### src/rtl/gobou_serial_out.sv
// Parallel-to-serial result stage: captures CORE saturated lanes on a load pulse
// and streams them out one word per cycle, lane 0 first.

module gobou_serial_sat #(
  parameter int DWIDTH = 16,
  parameter int AWIDTH = 24
) (
  input  logic [AWIDTH-1:0] in_i,
  input  logic              relu_i,
  output logic [DWIDTH-1:0] out_o
);
  localparam logic signed [AWIDTH-1:0] MAXV = {{(AWIDTH-DWIDTH+1){1'b0}}, {(DWIDTH-1){1'b1}}};
  localparam logic signed [AWIDTH-1:0] MINV = {{(AWIDTH-DWIDTH+1){1'b1}}, {(DWIDTH-1){1'b0}}};

  logic signed [AWIDTH-1:0] v;

  always_comb begin
    v = (relu_i && in_i[AWIDTH-1]) ? '0 : in_i;
    if (v > MAXV)      out_o = MAXV[DWIDTH-1:0];
    else if (v < MINV) out_o = MINV[DWIDTH-1:0];
    else               out_o = v[DWIDTH-1:0];
  end
endmodule

module gobou_serial_out #(
  parameter int CORE   = 16,
  parameter int DWIDTH = 16,
  parameter int AWIDTH = 24
) (
  input  logic                     clk,
  input  logic                     xrst,
  input  logic                     serial_we,
  input  logic                     relu_en,
  input  logic [CORE*AWIDTH-1:0]   in_data,
  output logic [DWIDTH-1:0]        out_data,
  output logic                     out_valid,
  output logic [$clog2(CORE)-1:0]  out_index,
  output logic                     busy
);
  localparam int IW = $clog2(CORE);
  localparam logic [IW-1:0] LAST = IW'(CORE-1);

  typedef enum logic {IDLE, SHIFT} state_e;

  state_e                        state_q, state_d;
  logic [IW-1:0]                 idx_q, idx_d;
  logic [CORE-1:0][DWIDTH-1:0]   sreg_q, sreg_d;
  logic [CORE-1:0][DWIDTH-1:0]   cap;

  for (genvar g = 0; g < CORE; g++) begin : g_lane
    gobou_serial_sat #(.DWIDTH(DWIDTH), .AWIDTH(AWIDTH)) u_sat (
      .in_i   (in_data[g*AWIDTH +: AWIDTH]),
      .relu_i (relu_en),
      .out_o  (cap[g])
    );
  end

  // A load always restarts, even on the last word of a previous stream.
  always_comb begin
    state_d = state_q;
    idx_d   = idx_q;
    sreg_d  = sreg_q;
    if (serial_we) begin
      state_d = SHIFT;
      idx_d   = '0;
      sreg_d  = cap;
    end else if (state_q == SHIFT) begin
      if (idx_q == LAST) begin
        state_d = IDLE;
        idx_d   = '0;
        sreg_d  = '0;
      end else begin
        idx_d  = idx_q + IW'(1);
        sreg_d = {{DWIDTH{1'b0}}, sreg_q[CORE-1:1]};
      end
    end
  end

  always_ff @(posedge clk) begin
    if (!xrst) begin
      state_q <= IDLE;
      idx_q   <= '0;
      sreg_q  <= '0;
    end else begin
      state_q <= state_d;
      idx_q   <= idx_d;
      sreg_q  <= sreg_d;
    end
  end

  assign out_valid = (state_q == SHIFT);
  assign busy      = out_valid;
  assign out_index = idx_q;
  assign out_data  = sreg_q[0];
endmodule

### config.mk
export PLATFORM = sky130hd
export DESIGN_NAME = gobou_serial_out
export DESIGN_NICKNAME = d
export VERILOG_FILES = /design/src/rtl/gobou_serial_out.sv
export SDC_FILE = /design/constraint.sdc
export NUM_CORES = 1
export LEC_CHECK = 0
export ABC_AREA = 1
export ABC_CLOCK_PERIOD_IN_PS = 1400
export CAP_MARGIN = 10
export CORE_ASPECT_RATIO = 1.25
export CORE_MARGIN = 3
export CORE_UTILIZATION = 45
export CTS_BUF_LIST = sky130_fd_sc_hd__clkbuf_8
export DETAILED_ROUTE_END_ITERATION = 16
export GPL_ROUTABILITY_DRIVEN = 0
export PLACE_DENSITY = 0.71
export SLEW_MARGIN = 5
export SYNTH_ARGS = -nofsm -noshare
export SYNTH_HDL_FRONTEND = slang
export SYNTH_HIERARCHICAL = 1
export SYNTH_SLANG_ARGS = --single-unit
### constraint.sdc
create_clock -name clk -period 1.4 [get_ports clk]
set_input_delay 0.14 -clock clk [delete_from_list [all_inputs] [get_ports clk]]
set_output_delay 0.14 -clock clk [all_outputs]
set_load 0.005 [all_outputs]
==> results.py <==
metrics = {
    "outcome": {
        "status": "completed",
    },
    "drt": {
        "vias": 20957,
        "drc": 0,
        "viasPerCell": 4.85,
        "wirelength_mm": 62.3,
        "wl_per_cell_um": 14.4,
        "firstDrtPassIters": 6,
        "drtIter0Drc": 1498,
        "antenna_left": 0,
    },
    "critical_path": {
        "cp-end-kind": "register",
        "cp_slowest_cell": "dfxtp_4",
        "cp_max_fo": 37,
        "critPathRequiredTime_ns": 1.91,
        "crit_chain": "buf_8 -> nor2_4 -> buf_12 -> buf_12 -> buf_16 -> a21boi_0 -> a21oi_1",
        "path_common_cell": "buf_12",
        "startpoint": "busy",
        "crit_arrival_ns": 1.90,
        "slowest_delay_ns": 0.36,
        "crit_type": "register to register",
        "r2r-start": "busy",
        "startpoint_type": "register",
    },
    "cells_and_area": {
        "fin_nets": 4119,
        "drive_gt1_share_pct": 10.9,
        "fin_util_pct": 62.5,
        "antennaDiodeCount": 0,
        "num-fill-cells": 4091,
        "area_growth_pct": 36.0,
        "fin_cells": 4324,
    },
    "flow_run": {
        "max_cap_viol_count": 0,
    },
    "synthesis": {
        "ys_types": 23,
        "avgSynthCellArea_um2": 5.83,
        "synth_area_leaders": "dfxtp_1 27%, nand2_1 17%, nor2_1 11%, inv_1 11%, a21oi_1 6.7%",
        "synthCells": 3334,
        "ys_warn_count": 6,
        "yosys.area.top_type_share_pct": 26.9,
        "netlist_area_um2": 19500,
        "synth_top_area_cell": "dfxtp_1",
        "syn_nets": 3723,
        "seq_area_frac_synth_pct": 26.9,
        "synth_seq_cells": 261,
    },
    "min_path": {
        "hold_class": "input port to register",
        "hold_path.startpoint": "in_data[373]",
    },
    "power_and_ir_drop": {
        "p_leak_nw": 12.6,
        "ir_drop_mv": 0.675,
        "powerDensity_nw_per_um2": 829,
    },
    "timing": {
        "setup_viol": 0,
        "worst_pin_slew_ns": 0.475,
        "slew_headroom_pct": 68.2,
        "clock-skew-final_ns": 0.00971,
        "timing.hold.ws_ns": 0.288,
        "slew_viol_final": 0,
        "fin_crit_ns": 1.39,
        "finalCritPeriodShare_pct": 99.6,
        "fmaxAchievable_mhz": 717,
        "fin_tns_setup_ns": 0,
        "final_hold_viol_count": 0,
        "rsz0062_at_grt": "true",
    },
    "floorplan": {
        "die_y_um": 238,
        "core_area_um2": 42400,
        "start_util_pct": 45.9,
        "die_x_um": 192,
        "rows": 84,
        "pin_count": 410,
        "fp.dieArea_um2": 45800,
    },
    "grt": {
        "antenna_found_initial": 1,
        "grt_max_degree": 106,
        "grt_pass1_vias": 19605,
        "grt_overflow": 0,
        "grt_pass1_wl_mm": 94.7,
        "grtUsageTotal_pct": 25.1,
    },
    "clocking": {
        "cts_tree": "yes",
        "clk_latency_ns": 0.57,
        "path_clk_slew_ns": 0.07,
        "htreeDepth": 2,
        "cts_buffer_depth": 3,
        "root_buffer": "clkbuf_8",
        "clock_sinks": 261,
        "cts_buffers": 45,
    },
    "place": {
        "port-buffer-count": 409,
        "post-place-cells": 4207,
        "place_hpwl_mm": 43.9,
    },
}
-- registers in the layout, summed over array words and instances, names as in the netlist --
signal / flops
sreg_q: 240
busy: 1
out_index: 4
out_data: 16
-- cells by family after synthesis --
| group | Yosys count | share of synthesized area, % |
|---|---|---|
| compound gates | 583 | 18.4 |
| fa+ha+maj | 1 | 0.0643 |
| buf+inv | 778 | 19.0 |
| flops | 261 | 26.9 |
| simple gates | 1711 | 35.7 |
-- metrics by stage --
stage,worst slack (ns),power [mW],area [um2]
CTS,-0.0406,21.6,25600
detailed placement,-0.648,13.7,24300
floorplan,0.105,11.6,19500
finish,0.00575,21.9,26500
global placement,-0.614,13.7,24300
global route,-0.0561,23.1,26500
-- Yosys cell counts, drive strengths merged --
library cell,number
dfxtp,261
clkinv,1
ha,1
nor2,551
o21ai,83
inv,547
a21boi,240
buf,183
nand3,241
a21oi,259
nand2,919
clkbuf,47
o21bai,1
-- where the power goes --
part / switching, mW / internal [mW]
sequential: 0.333 / 8.00
combinational: 2.87 / 2.82
clock: 3.32 / 4.58
total: 6.52 / 15.4
-- worst max-delay path, delay by kind of cell, from the launching register on --
family,cells,cell delay [ns]
AOI/OAI and AO/OA,2,0.23
buffers and inverters,4,0.62
DFF,1,0.36
and+or+nand+nor,1,0.09
-- cell type report --
type	count	area (um2)	share of cell area [%]
multi-input cells	2302	11000	41.7
repair buffers	572	6380	24.1
flip-flops and latches	261	5240	19.8
inverters	548	2060	7.80
clock buffers	60	826	3.12
well taps	559	699	2.64
clock inverters	22	205	0.776
-- per-layer routing --
metal	share of wire (%)	global-route usage, %
met5	0.021	0
met4	3.5	9.59
met3	5.8	4.53
met2	50	45.0
met1	41	29.5
-- timing repair --
item / 4_1_cts / 5_1_grt
setup buffers: 3 / 11
hold buffers: 1 / 0
gates resized for setup: 68 / 253
setup endpoints to repair: 134 / 244
hold endpoints to repair: 3 / 0
pin swaps: 1 / 46
cloned: 5 / 15
-- cell usage in the layout (no fill, tap or decap), types with 3 or more instances in the layout --
cell	count
dlygate4sd2_1	13
clkdlybuf4s50_1	384
nand2_1	865
nand2_4	20
dfxtp_2	8
o21ai_4	12
o21ai_0	67
buf_8	6
a21oi_1	243
clkinv_2	7
clkbuf_2	3
nand3_1	225
inv_1	556
bufinv_16	4
buf_6	8
dfxtp_1	252
nand3_2	14
buf_2	5
a21boi_2	41
a21oi_2	16
clkbuf_16	8
clkbuf_8	60
a21boi_1	163
a21boi_0	36
o21ai_2	4
buf_16	9
nand2_2	41
buf_4	76
buf_12	54
nor2_1	545
nor2_2	4
-- worst paths after layout --
| path | end | slack (ns) | depth (start not counted) |
|---|---|---|---|
| max | sreg_q[223] | 0.006 | 7 |
| max reg2reg | sreg_q[223] | 0.006 | 7 |
| min reg2reg | sreg_q[243] | 0.46 | 2 |
| min | sreg_q[253] | 0.29 | 7 |
Power figures use the tool's default switching activity.
